<file path="src/rtl/sync_fifo_param_if.sv">
// Request/status bundle for sync_fifo_param.
// master drives requests; slave is the FIFO.
interface sync_fifo_param_if #(
  parameter int DATA_BITS  = 10,
  parameter int DEPTH_BITS = 3
);
  logic                  clear;
  logic                  write;
  logic [DATA_BITS-1:0]  input_data;
  logic                  read;
  logic [DATA_BITS-1:0]  output_data;
  logic                  output_valid;
  logic                  empty;
  logic                  almost_empty;
  logic                  full;
  logic                  almost_full;
  logic [DEPTH_BITS:0]   count;
  logic                  overflow;
  logic                  underflow;

  modport master (
    output clear, write, input_data, read,
    input  output_data, output_valid, empty,
    input  almost_empty, full, almost_full,
    input  count, overflow, underflow
  );

  modport slave (
    input  clear, write, input_data, read,
    output output_data, output_valid, empty,
    output almost_empty, full, almost_full,
    output count, overflow, underflow
  );
endinterface

</file>
<file path="src/rtl/sync_fifo_param.sv">
// Single-clock register-array FIFO with optional
// first-word-fall-through output, level flags and sticky errors.
module sync_fifo_param #(
  parameter int DATA_BITS          = 10,
  parameter int DEPTH_BITS         = 3,
  parameter int FWFT               = 0,
  parameter int ALMOST_FULL_LEVEL  = 6,
  parameter int ALMOST_EMPTY_LEVEL = 2
) (
  input logic              clk,
  input logic              reset,
  sync_fifo_param_if.slave bus
);
  localparam int DEPTH = 1 << DEPTH_BITS;
  localparam logic [DEPTH_BITS:0] DEPTH_C =
    (DEPTH_BITS+1)'(DEPTH);
  localparam logic [DEPTH_BITS:0] AF_C =
    (DEPTH_BITS+1)'(ALMOST_FULL_LEVEL);
  localparam logic [DEPTH_BITS:0] AE_C =
    (DEPTH_BITS+1)'(ALMOST_EMPTY_LEVEL);

  logic [DATA_BITS-1:0]  mem_q [DEPTH];
  logic [DEPTH_BITS-1:0] wr_ptr_q, wr_ptr_d;
  logic [DEPTH_BITS-1:0] rd_ptr_q, rd_ptr_d;
  logic [DEPTH_BITS:0]   cnt_q, cnt_d;
  logic                  ovf_q, ovf_d;
  logic                  unf_q, unf_d;
  logic [DATA_BITS-1:0]  dout_q, dout_d;
  logic                  dval_q, dval_d;

  logic empty, full, rd_acc, wr_acc;

  assign empty  = (cnt_q == '0);
  assign full   = (cnt_q == DEPTH_C);
  assign rd_acc = bus.read & ~empty;
  // A full FIFO may take a write only when a read frees the slot.
  assign wr_acc = bus.write & (~full | rd_acc);

  always_comb begin
    wr_ptr_d = wr_ptr_q;
    rd_ptr_d = rd_ptr_q;
    cnt_d    = cnt_q;
    ovf_d    = ovf_q;
    unf_d    = unf_q;
    dout_d   = dout_q;
    dval_d   = 1'b0;
    if (bus.clear) begin
      wr_ptr_d = '0;
      rd_ptr_d = '0;
      cnt_d    = '0;
      ovf_d    = 1'b0;
      unf_d    = 1'b0;
      dout_d   = '0;
    end else begin
      if (wr_acc) wr_ptr_d = wr_ptr_q + 1'b1;
      if (rd_acc) begin
        rd_ptr_d = rd_ptr_q + 1'b1;
        dout_d   = mem_q[rd_ptr_q];
        dval_d   = 1'b1;
      end
      unique case ({wr_acc, rd_acc})
        2'b10:   cnt_d = cnt_q + 1'b1;
        2'b01:   cnt_d = cnt_q - 1'b1;
        default: cnt_d = cnt_q;
      endcase
      ovf_d = ovf_q | (bus.write & ~wr_acc);
      unf_d = unf_q | (bus.read & ~rd_acc);
    end
  end

  always_ff @(posedge clk or posedge reset) begin
    if (reset) begin
      wr_ptr_q <= '0;
      rd_ptr_q <= '0;
      cnt_q    <= '0;
      ovf_q    <= 1'b0;
      unf_q    <= 1'b0;
      dout_q   <= '0;
      dval_q   <= 1'b0;
    end else begin
      wr_ptr_q <= wr_ptr_d;
      rd_ptr_q <= rd_ptr_d;
      cnt_q    <= cnt_d;
      ovf_q    <= ovf_d;
      unf_q    <= unf_d;
      dout_q   <= dout_d;
      dval_q   <= dval_d;
    end
  end

  always_ff @(posedge clk) begin
    if (wr_acc && !bus.clear)
      mem_q[wr_ptr_q] <= bus.input_data;
  end

  assign bus.empty        = empty;
  assign bus.full         = full;
  assign bus.almost_empty = (cnt_q <= AE_C);
  assign bus.almost_full  = (cnt_q >= AF_C);
  assign bus.count        = cnt_q;
  assign bus.overflow     = ovf_q;
  assign bus.underflow    = unf_q;

  if (FWFT != 0) begin : g_fwft
    assign bus.output_data  = empty ? '0 : mem_q[rd_ptr_q];
    assign bus.output_valid = ~empty;
  end else begin : g_std
    assign bus.output_data  = dout_q;
    assign bus.output_valid = dval_q;
  end
endmodule

</file>
<file path="src/flat_wrapper.sv">
// flat-port wrapper written by rule: the top's interface ports become plain ports
module sync_fifo_param_flat 
#(
  parameter int DATA_BITS          = 10,
  parameter int DEPTH_BITS         = 3,
  parameter int FWFT               = 0,
  parameter int ALMOST_FULL_LEVEL  = 6,
  parameter int ALMOST_EMPTY_LEVEL = 2
)
  (clk, reset, bus_clear, bus_write, bus_input_data, bus_read, bus_output_data, bus_output_valid, bus_empty, bus_almost_empty, bus_full, bus_almost_full, bus_count, bus_overflow, bus_underflow);
  sync_fifo_param_if #(.DATA_BITS(DATA_BITS), .DEPTH_BITS(DEPTH_BITS)) bus_i ();
  input logic clk;
  input logic reset;
  input wire logic [$bits(bus_i.clear)-1:0] bus_clear;
  input wire logic [$bits(bus_i.write)-1:0] bus_write;
  input wire logic [$bits(bus_i.input_data)-1:0] bus_input_data;
  input wire logic [$bits(bus_i.read)-1:0] bus_read;
  output wire logic [$bits(bus_i.output_data)-1:0] bus_output_data;
  output wire logic [$bits(bus_i.output_valid)-1:0] bus_output_valid;
  output wire logic [$bits(bus_i.empty)-1:0] bus_empty;
  output wire logic [$bits(bus_i.almost_empty)-1:0] bus_almost_empty;
  output wire logic [$bits(bus_i.full)-1:0] bus_full;
  output wire logic [$bits(bus_i.almost_full)-1:0] bus_almost_full;
  output wire logic [$bits(bus_i.count)-1:0] bus_count;
  output wire logic [$bits(bus_i.overflow)-1:0] bus_overflow;
  output wire logic [$bits(bus_i.underflow)-1:0] bus_underflow;
  assign bus_i.clear = bus_clear;
  assign bus_i.write = bus_write;
  assign bus_i.input_data = bus_input_data;
  assign bus_i.read = bus_read;
  assign bus_output_data = bus_i.output_data;
  assign bus_output_valid = bus_i.output_valid;
  assign bus_empty = bus_i.empty;
  assign bus_almost_empty = bus_i.almost_empty;
  assign bus_full = bus_i.full;
  assign bus_almost_full = bus_i.almost_full;
  assign bus_count = bus_i.count;
  assign bus_overflow = bus_i.overflow;
  assign bus_underflow = bus_i.underflow;
  sync_fifo_param #(.DATA_BITS(DATA_BITS), .DEPTH_BITS(DEPTH_BITS), .FWFT(FWFT), .ALMOST_FULL_LEVEL(ALMOST_FULL_LEVEL), .ALMOST_EMPTY_LEVEL(ALMOST_EMPTY_LEVEL)) u_core (.clk(clk), .reset(reset), .bus(bus_i));
endmodule
</file>
<file path="config.mk">
export PLATFORM = sky130hd
export DESIGN_NAME = sync_fifo_param_flat
export DESIGN_NICKNAME = d
export VERILOG_FILES = /design/src/rtl/sync_fifo_param_if.sv /design/src/rtl/sync_fifo_param.sv /design/src/flat_wrapper.sv
export SDC_FILE = /design/constraint.sdc
export NUM_CORES = 1
export LEC_CHECK = 0
export CORE_MARGIN = 2
export CORE_UTILIZATION = 50
export CTS_CLUSTER_DIAMETER = 80
export DETAILED_ROUTE_END_ITERATION = 8
export DONT_BUFFER_PORTS = 1
export PLACE_DENSITY = 0.71
export SYNTH_ARGS = -nofsm -noshare
export SYNTH_HDL_FRONTEND = slang
export SYNTH_SLANG_ARGS = --single-unit
</file>
<file path="constraint.sdc">
create_clock -name clk -period 7.7 [get_ports clk]
set_input_delay 0.77 -clock clk [delete_from_list [all_inputs] [get_ports clk]]
set_output_delay 0.77 -clock clk [all_outputs]
set_load 0.02 [all_outputs]
</file>
; After elaboration in Yosys (flattened, before gate mapping)
; Memory sizes are Yosys's and may differ from the RTL's.
; Cells that the tools add are included.
[classes]
n_addsub = 4
multipliers = 0
div = 0
n_lt_le_gt_ge = 2
eq_ne = 3
shift = 0
n_mux = 14
bitwise = 11
reduce_logical = 6
[ops]
columns = operator, count
row1 = 2-to-1 mux 10 bit, 2
row2 = 2-to-1 mux 3 bit, 4
row3 = case mux 4 bit (2 select lines), 1
row4 = adder 3 x 1 -> 3 bit (second input constant), 2
row5 = 2-to-1 mux 1 bit, 6
row6 = adder 4 x 1 -> 4 bit (second input constant), 1
row7 = bitwise AND 1 bit, 4
row8 = equality test 4 bit (second input constant), 1
row9 = >= comparator 4 x 3 -> 1 bit (second input constant), 1
row10 = less-or-equal comparator 4 x 2 -> 1 bit (second input constant), 1
row11 = logical NOT 4 bit, 1
row12 = 2-to-1 mux 4 bit, 1
row13 = inverter 1 bit, 4
row14 = nonzero test 2 bit, 2
row15 = subtractor 4 x 1 -> 4 bit (second input constant), 1
row16 = bitwise OR 1 bit, 3
row17 = nonzero test 3 bit, 1
row18 = equality test 2 x 1 -> 1 bit (second input constant), 1
row19 = equality test 2 bit (second input constant), 1
row20 = logical AND 1 bit, 1
row21 = logical NOT 1 bit, 1
[totals]
regBits = 23
latchBits = 0
mem_bits_rw = 80
mem_bits_ro = 0
out_inout_bits = 21
word_cells = 48
n_memories = 1
[memory_table]
columns = memory, words, word_bits, rd, rd_ports_with_merged_regs, wr, line_no
row1 = u_core.mem_q, 8, 10, 1, 0, 1, sync_fifo_param.sv:22  ; logic [DATA_BITS-1:0] mem_q [DEPTH];

; Logic depth before layout (Yosys ltp)
; Gate-level depths: netlist (run 1).
[depth]
ltp_word = 9
depth_mapped = 9
mapped_depth_nobuf = 8

; Least setup slack after synthesis (run 1)
; No wires, ideal clock.
[synth_timing]
kind = input to register
startpoint = in bus_read
endpoint = mem u_core.mem_q[0][0] (enable)
arrival_time_ns = 2.368
t_required_ns = 7.293
setup_slack_ns = 4.925
path_stages = 4
cell_sequence = buf_2 -> nand2b_1 -> o21ai_4 -> nor4b_1
[synth_between]
elab_chain_len = 6
[synth_rtl]
columns = element, line_no
row1 = start: declaration, flat_wrapper.sv:17  ; input wire logic [$bits(bus_i.read)-1:0] bus_read;
row2 = bitwise AND 1 bit, sync_fifo_param.sv:35  ; assign rd_acc = bus.read & ~empty;
row3 = bitwise OR 1 bit, sync_fifo_param.sv:37  ; assign wr_acc = bus.write & (~full | rd_acc);
row4 = bitwise AND 1 bit, sync_fifo_param.sv:37
row5 = logical AND 1 bit, sync_fifo_param.sv:92  ; if (wr_acc && !bus.clear)
row6 = 2-to-1 mux 1 bit, sync_fifo_param.sv:92
row7 = 2-to-1 mux 1 bit (implied by the code), sync_fifo_param.sv:93  ; mem_q[wr_ptr_q] <= bus.input_data;
row8 = end: declaration, sync_fifo_param.sv:22
; No other way between the ends.

; Final worst setup path (run 1)
[layout_timing]
startpoint = reg u_core.cnt_q[0], in the netlist u_core.bus.count[0]
endpoint = reg u_core.cnt_q[3], in the netlist u_core.bus.count[3]
[layout_between]
elab_chain_len = 8
word_cells_on_any_way = 14
classes_between = add/sub (2) / eq/ne (3) / mux (2) / bitwise (5) / reduce/logical (2)
[layout_rtl]
columns = element, line_no
row1 = start: declaration, sync_fifo_param.sv:25  ; logic [DEPTH_BITS:0] cnt_q, cnt_d;
row2 = start signal: assignment, sync_fifo_param.sv:83  ; cnt_q <= cnt_d;
row3 = logical NOT 4 bit, sync_fifo_param.sv:33  ; assign empty = (cnt_q == '0);
row4 = inverter 1 bit, sync_fifo_param.sv:35
row5 = bitwise AND 1 bit, sync_fifo_param.sv:35
row6 = bitwise OR 1 bit, sync_fifo_param.sv:37
row7 = bitwise AND 1 bit, sync_fifo_param.sv:37
row8 = equality test 2 x 1 -> 1 bit / equality test 2 bit (equally long branches), sync_fifo_param.sv:61  ; unique case ({wr_acc, rd_acc})
row9 = case mux 4 bit (2 select lines), sync_fifo_param.sv:61
row10 = 2-to-1 mux 4 bit, sync_fifo_param.sv:47  ; if (bus.clear) begin
; Parallel ways exist; a longest one is shown, timed or not.
; A chain may end at the register's enable or synchronous reset.

==> results.sh, run 1 <==
export IMPL_outcome="finished, final reports clean"
export IMPL_cp_max_fo=9
export IMPL_syn_num_nets=261
export IMPL_worstSetupPathType="flop to flop"
export IMPL_root_buffer="clkbuf_8"
export IMPL_clock_latency_ns=0.37
export IMPL_fin_crit_ns=2.75
export IMPL_track_usage=0.173
export IMPL_die_w_um=96.0
export IMPL_area_sequential_um2=2980
export IMPL_cts_made_buffers=9
export IMPL_ir_worst_vdd_mv=0.0964
export IMPL_worstRegToRegCells=8
export IMPL_p_leak_nw=1.50
export IMPL_synth_distinct_cells=36
export IMPL_avgSynthCellArea_um2=17.6
export IMPL_clk_pin_slew_ns=0.10
export IMPL_post_cts_resize_count=0
export IMPL_post_drt_wl_per_cell_um=20.6
export IMPL_viasPerCell=5.84
export IMPL_slew_headroom=0.269
export IMPL_start_kind="flop"
export IMPL_ys_ff_latch=103
export IMPL_p_per_area_nw_per_um2=304
export IMPL_rsz0062_at_grt="false"
export IMPL_wl_met2_um=3500
export IMPL_synthCells=241
export IMPL_worst_slack_ns=4.95
export IMPL_grt_overflow=0
export IMPL_cts_hold_buffers=0
export IMPL_holdWs_ns=0.454
export IMPL_vias=2067
export IMPL_floorplan_initialDensity=0.515
export IMPL_fp_coreArea_um2=8220
export IMPL_dp_hpwl_um=4610
export IMPL_rows=33
export IMPL_drt_met1_wl_um=3380
export IMPL_io_buffers=0
export IMPL_layout_nets=264
export IMPL_ant_nets=0
export IMPL_dp_cells=338
export IMPL_yosysMostFrequentCell="edfxtp_1"
export IMPL_hold_path_class="input pin to flop"
export IMPL_n_antenna_cell=0
export IMPL_drc=0
export IMPL_syn_area_um2=4240
export IMPL_finalSetupTns_ns=0
export IMPL_yosys_area_top_type="edfxtp_1"
export IMPL_yosys_warnings=0
export IMPL_die_h_um=96.0
export IMPL_whs_path_depth=1
export IMPL_yosysTopAreaCellShare=0.567
export IMPL_dieArea_um2=9220
export IMPL_routed_wl_met3_um=335
export IMPL_worst_slew_pin_slew_ns=1.09
export IMPL_synth_flop_cell="edfxtp_1"
export IMPL_grt_antenna_before_repair=0
export IMPL_synthTopCellsByCount="80 x edfxtp_1, 31 x nor2_1, 23 x dfrtp_1"
export IMPL_end_kind="flop"
export IMPL_grt_pass1_wl_um=11200
export IMPL_clockBufferDepth=2
export IMPL_fmax_ghz=0.363
export IMPL_dpl_instance_area_um2=4370
export IMPL_fill_cells=629
export IMPL_hold_violations=0
export IMPL_fin_crit_sh=0.357
export IMPL_cts_max_level=3
export IMPL_synth_area_top_cells="edfxtp_1 57%, dfrtp_1 14%, mux4_2 11%, mux2i_1 3.1%, nor2_1 2.7%"
export IMPL_multi_input_area_um2=1200
export IMPL_finalWirelength_um=7300
export IMPL_finish_instance_area_um2=4550
export IMPL_syn2layout_area_growth_pct=7.36
export IMPL_finClkSkew_ns=0.0106
export IMPL_synth_async_sr_flop_share=0.223
export IMPL_postCtsSetupBuffers=0
export IMPL_grt_max_degree=28
export IMPL_routed_top_layer="met4"
export IMPL_dp_worst_setup_slack_ns=4.95
export IMPL_setup_viol=0
export IMPL_synth_edff_count=80
export IMPL_cts_tree="done"
export IMPL_first_global_vias=2048
export IMPL_maxCapViolCount=0
export IMPL_required_ns=7.99
export IMPL_gp_congestion=0.723
export IMPL_drtIter0Drc=106
export IMPL_arrival_ns=3.05
export IMPL_final_cells=354
export IMPL_final_layout_size_suffix_gt1_frac=0.201
export IMPL_drv_slew=0
export IMPL_first_pass_iters=4
export IMPL_cts_sinks=103
export IMPL_seq_area_frac_synth=0.703
export IMPL_io_pins=36
## cell type report
cell class              instances  area share
inverters                       2     0.00165
well taps                     105      0.0289
repair buffers                  6     0.00991
clock buffers                   9      0.0272
flip-flops and latches        103       0.655
clock inverters                 7      0.0124
multi-input cells             122       0.265
## layer usage
metal | global-route usage | vias up
li1 | - | 954
met1 | 0.233 | 1058
met2 | 0.270 | 47
met3 | 0.0525 | 8
met4 | 0.0643 | 0
met5 | 0 | -
## worst max-delay path, cell delays in order, from the launching register on
cell	delay, ns
dfrtp_1	0.58
or3_4	0.51
o21ai_0	0.30
nor2_1	0.15
ha_1	0.35
nor2_1	0.06
nor2_1	0.21
mux2_2	0.37
a31oi_1	0.16
## power by group
group / switching [mW] / internal [mW] / total [mW]
clock network: 0.189 / 0.121 / 0.310
registers: 0.104 / 0.643 / 0.748
logic: 0.167 / 0.158 / 0.326
total: 0.460 / 0.923 / 1.38
## registers in the layout, indices dropped and copies added, names as in the netlist
signal                   flops
u_core.bus.overflow          1
u_core.bus.output_data      10
u_core.bus.count             4
u_core.rd_ptr_q              3
u_core.wr_ptr_q              3
u_core.bus.underflow         1
u_core.mem_q                80
u_core.bus.output_valid      1
## layout by cell type (no fill, tap or decap), types with 2 or more instances in the layout
master    instances
xnor2_1           4
ha_1              4
o21ai_0           2
buf_4             6
clkinv_4          3
nor2_1           31
nand2_1           5
inv_6             2
o211ai_1          3
xor2_1            3
edfxtp_1         80
mux4_2           20
a21oi_1           2
mux2i_1          13
dfrtp_1          23
inv_1             2
nor3_1            4
a31oi_1           2
a211oi_1         13
clkbuf_8          9
## per-stage QoR
stage / power [mW] / util
final: 1.38 / 0.553
after CTS: 1.40 / 0.553
after global routing: 1.46 / 0.553
after global placement: 1.09 / 0.531
after floorplan: 1.04 / -
after detailed placement: 1.09 / 0.531
## cells by family after synthesis
logic type	Yosys count	share of synthesized area
adder cells (fa/ha/maj)	5	0.0165
XOR/XNOR	7	0.0145
flip-flops	103	0.703
AND/OR/NAND/NOR	49	0.0526
AO/OA/AOI/OAI	27	0.0541
buffers and inverters	16	0.0195
multiplexers	34	0.140
## final timing paths
check | start | end | slack [ns]
max | u_core.bus.count[0] | u_core.bus.count[3] | 4.95
min in group asynchronous | reset | u_core.bus.output_data[5] | 0.48
max in group asynchronous | reset | u_core.rd_ptr_q[0] | 6.67
max reg2reg | u_core.bus.count[0] | u_core.bus.count[3] | 4.95
min reg2reg | u_core.bus.overflow | u_core.bus.overflow | 0.65
min | bus_clear | u_core.bus.underflow | 0.45
Note: power is estimated with default switching activity, not from simulation.
==> run 2, diff against run 1 <==
Settings changed: PLACE_DENSITY 0.71 to 0.74.
Clock period 7.7 ns to 2.5 ns, I/O delays scaled along.
==> results.sh, run 2 (synthesized netlist as in run 1, its figures left out) <==
export IMPL_n_antenna_cell=0
export IMPL_first_global_vias=2087
export IMPL_cts_sinks=103
export IMPL_worst_slew_pin_slew_ns=1.18
export IMPL_postCtsSetupBuffers=0
export IMPL_root_buffer="clkbuf_8"
export IMPL_finalSetupTns_ns=0
export IMPL_worstRegToRegCells=8
export IMPL_required_ns=2.78
export IMPL_drc=0
export IMPL_fp_coreArea_um2=8220
export IMPL_grt_max_degree=24
export IMPL_routed_wl_met3_um=291
export IMPL_finClkSkew_ns=0.0147
export IMPL_multi_input_area_um2=1190
export IMPL_fmax_ghz=0.432
export IMPL_rrSetupSlack_ns=0.19
export IMPL_area_sequential_um2=2980
export IMPL_rsz0062_at_grt="false"
export IMPL_ir_worst_vdd_mv=0.326
export IMPL_dp_hpwl_um=4700
export IMPL_holdPathEnd="u_core.bus.underflow"
export IMPL_hold_violations=0
export IMPL_largest_reg_flops=80
export IMPL_gp_congestion=0.818
export IMPL_drt_met1_wl_um=3410
export IMPL_die_h_um=96.0
export IMPL_wl_met2_um=3600
export IMPL_final_cell_mix="80 x edfxtp_1, 30 x nor2_1, 23 x dfrtp_1"
export IMPL_dieArea_um2=9220
export IMPL_cts_max_level=3
export IMPL_drv_slew=0
export IMPL_cp_max_fo=5
export IMPL_r2r_start="u_core.bus.count[1]"
export IMPL_mostFrequentLayoutCell="edfxtp_1"
export IMPL_grt_pass1_wl_um=11300
export IMPL_clk_pin_slew_ns=0.10
export IMPL_start_kind="flop"
export IMPL_post_drt_wl_per_cell_um=19.8
export IMPL_end_kind="flop"
export IMPL_drtIter0Drc=66
export IMPL_slew_headroom=0.213
export IMPL_hp_start="bus_read"
export IMPL_syn2layout_area_growth_pct=11.1
export IMPL_ant_nets=0
export IMPL_finalWirelength_um=7360
export IMPL_p_per_area_nw_per_um2=938
export IMPL_fill_cells=612
export IMPL_maxCapViolCount=0
export IMPL_worstSetupPathType="flop to flop"
export IMPL_regMostFlops="u_core.mem_q"
export IMPL_layout_nets=281
export IMPL_viasPerCell=5.77
export IMPL_setup_viol=0
export IMPL_first_pass_iters=4
export IMPL_io_buffers=0
export IMPL_io_pins=36
export IMPL_whs_path_depth=2
export IMPL_fin_crit_sh=0.926
export IMPL_cts_made_buffers=9
export IMPL_rows=33
export IMPL_finish_instance_area_um2=4710
export IMPL_hold_path_class="input pin to flop"
export IMPL_cp_startpoint="u_core.bus.count[1]"
export IMPL_die_w_um=96.0
export IMPL_routed_top_layer="met4"
export IMPL_arrival_ns=2.59
export IMPL_outcome="finished, final reports clean"
export IMPL_p_leak_nw=1.56
export IMPL_timing_rr_end="u_core.bus.count[3]"
export IMPL_fin_crit_ns=2.31
export IMPL_dpl_instance_area_um2=4390
export IMPL_track_usage=0.171
export IMPL_clockBufferDepth=2
export IMPL_floorplan_initialDensity=0.515
export IMPL_clock_latency_ns=0.36
export IMPL_grt_overflow=0
export IMPL_grt_antenna_before_repair=0
export IMPL_final_layout_size_suffix_gt1_frac=0.207
export IMPL_cts_tree="done"
export IMPL_vias=2142
[run 2: worst max-delay path by stage]
stage	slack, ns	cells past startpoint	end
floorplan	0.02	3	u_core.mem_q[0][0]
global placement	0.27	8	u_core.bus.count[3]
detailed placement	0.17	8	u_core.bus.count[3]
CTS	0.16	8	u_core.bus.count[3]
global route	0.05	8	u_core.bus.count[3]
finish	0.19	8	u_core.bus.count[3]
[run 2: power breakdown]
group          leakage [nW]  switching (mW)  internal, mW
logic                 0.447           0.719         0.539
registers              1.03           0.157          1.98
clock network        0.0855           0.555         0.463
total                  1.56            1.43          2.99
[run 2: what timing repair did]
| action | in CTS | in global routing |
|---|---|---|
| endpoints found under the hold margin | 126 | 0 |
| setup endpoints to repair | 0 | 1 |
| hold buffers | 12 | 0 |
| resized for setup | 0 | 1 |
[run 2: area by class of cell]
cell class / instances / share of cell area
well taps: 105 / 0.0279
clock buffers: 9 / 0.0263
repair buffers: 23 / 0.0431
inverters: 2 / 0.00160
flip-flops and latches: 103 / 0.633
multi-input cells: 122 / 0.253
clock inverters: 7 / 0.0154
[run 2: metal layers]
metal	vias up	GRT usage
met5	-	0
met4	0	0.0702
met3	5	0.0368
met2	48	0.269
met1	1106	0.233
li1	983	-
[run 2: stage by stage]
stage	instances	setup WS, ns	hold WS (ns)	utilization	power, mW
3_3_place_gp	343	0.269	0.318	0.534	3.38
4_1_cts	371	0.157	0.0307	0.572	4.44
2_1_floorplan	241	0.0191	0.252	-	3.19
6_report	371	0.186	0.0532	0.573	4.42
3_5_place_dp	343	0.172	0.321	0.534	3.41
5_1_grt	371	0.0467	0.0632	0.573	4.64
[run 2: critical path, stage by stage, from the launching register on]
cell      delay, ns
dfrtp_1        0.39
or3_4          0.41
o21ai_1        0.21
nor2_1         0.12
ha_1           0.28
a211oi_1       0.28
nor2_2         0.10
mux2_2         0.28
a31oi_1        0.16
==> run 3, diff against run 2 <==
Settings changed: SLEW_MARGIN from default to 20.
==> results.sh, run 3 (synthesized netlist as in run 1, its figures left out) <==
export IMPL_drv_slew=0
export IMPL_cts_sinks=103
export IMPL_grt_antenna_before_repair=0
export IMPL_finish_utilization=0.574
export IMPL_outcome="finished, final reports clean"
export IMPL_worstSetupPathType="flop to flop"
export IMPL_holdWs_ns=0.0468
export IMPL_mostFrequentLayoutCell="edfxtp_1"
export IMPL_fp_coreArea_um2=8220
export IMPL_slew_headroom=0.344
export IMPL_finalSetupTns_ns=0
export IMPL_hold_path_class="input pin to flop"
export IMPL_ant_nets=0
export IMPL_floorplan_initialDensity=0.515
export IMPL_finish_instance_area_um2=4720
export IMPL_cts_max_level=3
export IMPL_clockBufferDepth=2
export IMPL_arrival_ns=2.60
export IMPL_grt_max_degree=24
export IMPL_syn2layout_area_growth_pct=11.3
export IMPL_dpl_instance_area_um2=4390
export IMPL_multi_input_area_um2=1200
export IMPL_required_ns=2.78
export IMPL_cp_startpoint="u_core.bus.count[1]"
export IMPL_drc=0
export IMPL_clock_latency_ns=0.36
export IMPL_n_antenna_cell=0
export IMPL_final_cell_mix="80 x edfxtp_1, 28 x nor2_1, 23 x dfrtp_1"
export IMPL_area_sequential_um2=2980
export IMPL_dp_worst_setup_slack_ns=0.172
export IMPL_dieArea_um2=9220
export IMPL_io_buffers=0
export IMPL_p_per_area_nw_per_um2=937
export IMPL_post_drt_wl_per_cell_um=19.9
export IMPL_finalWirelength_um=7380
export IMPL_r2r_start="u_core.bus.count[1]"
export IMPL_p_leak_nw=1.57
export IMPL_first_pass_iters=4
export IMPL_maxCapViolCount=0
export IMPL_finClkSkew_ns=0.0152
export IMPL_crit_path_end="u_core.bus.count[3]"
export IMPL_fmax_ghz=0.433
export IMPL_ir_worst_vdd_mv=0.324
export IMPL_gp_congestion=0.818
export IMPL_start_kind="flop"
export IMPL_hold_violations=0
export IMPL_final_layout_size_suffix_gt1_frac=0.218
export IMPL_layout_nets=281
export IMPL_worst_slew_pin_slew_ns=0.976
export IMPL_root_buffer="clkbuf_8"
export IMPL_vias=2149
export IMPL_fill_cells=614
export IMPL_first_global_vias=2087
export IMPL_drtIter0Drc=89
export IMPL_grt_pass1_wl_um=11300
export IMPL_die_w_um=96.0
export IMPL_regMostFlops="u_core.mem_q"
export IMPL_cp_max_fo=5
export IMPL_worstRegToRegCells=8
export IMPL_worst_slack_ns=0.188
export IMPL_cts_made_buffers=9
export IMPL_track_usage=0.171
export IMPL_dp_hpwl_um=4700
export IMPL_cts_tree="done"
export IMPL_viasPerCell=5.79
export IMPL_largest_reg_flops=80
export IMPL_timing_rr_end="u_core.bus.count[3]"
export IMPL_rrSetupSlack_ns=0.19
export IMPL_end_kind="flop"
export IMPL_io_pins=36
export IMPL_rsz0062_at_grt="false"
export IMPL_fin_crit_ns=2.31
export IMPL_setup_viol=0
export IMPL_rows=33
export IMPL_die_h_um=96.0
export IMPL_clk_pin_slew_ns=0.11
export IMPL_grt_overflow=0
export IMPL_fin_crit_sh=0.925
[run 3: routing by layer]
layer  GRT usage  vias up  wire length (um)
met5           0        -                 0
met4      0.0702        0                84
met3      0.0368        8               282
met2       0.269       59              3600
met1       0.233     1098              3420
li1            -      984                 -
[run 3: worst min-delay path by stage]
stage,start,endpoint,depth (start not counted)
floorplan,reset,u_core.bus.count[0],1
global placement,bus_clear,u_core.wr_ptr_q[0],1
CTS,bus_read,u_core.bus.underflow,2
finish,bus_read,u_core.bus.underflow,2
global route,bus_read,u_core.bus.underflow,2
detailed placement,bus_clear,u_core.bus.count[3],1
[run 3: what timing repair did]
item	4_1_cts	5_1_grt
buffers inserted	0	0
resized for setup	0	1
hold buffers	12	0
endpoints found under the setup margin	0	1
hold endpoints to repair	126	0
[run 3: report_power, final]
part / switching (mW) / internal, mW / total (mW)
logic: 0.720 / 0.539 / 1.26
registers: 0.158 / 1.98 / 2.14
clock network: 0.556 / 0.463 / 1.02
total: 1.43 / 2.99 / 4.42
[run 3: critical path, cell delays in order, from the launching register on]
cell	delay [ns]
dfrtp_1	0.39
or3_4	0.41
o21ai_1	0.21
nor2_1	0.12
ha_1	0.28
a211oi_1	0.28
nor2_2	0.10
mux2_2	0.28
a31oi_1	0.16
[run 3: cell type report]
cell class,instances,share of cell area
inverter,2,0.00159
multi-input combinational,122,0.254
timing repair buffer,23,0.0430
clock inverter,7,0.0154
tap,105,0.0279
clock buffer,9,0.0263
sequential,103,0.631
[run 3: through the flow]
step           power (mW)  std cells
2_1_floorplan        3.19        241
3_3_place_gp         3.38        343
3_5_place_dp         3.41        343
4_1_cts              4.44        371
5_1_grt              4.65        371
6_report             4.42        371
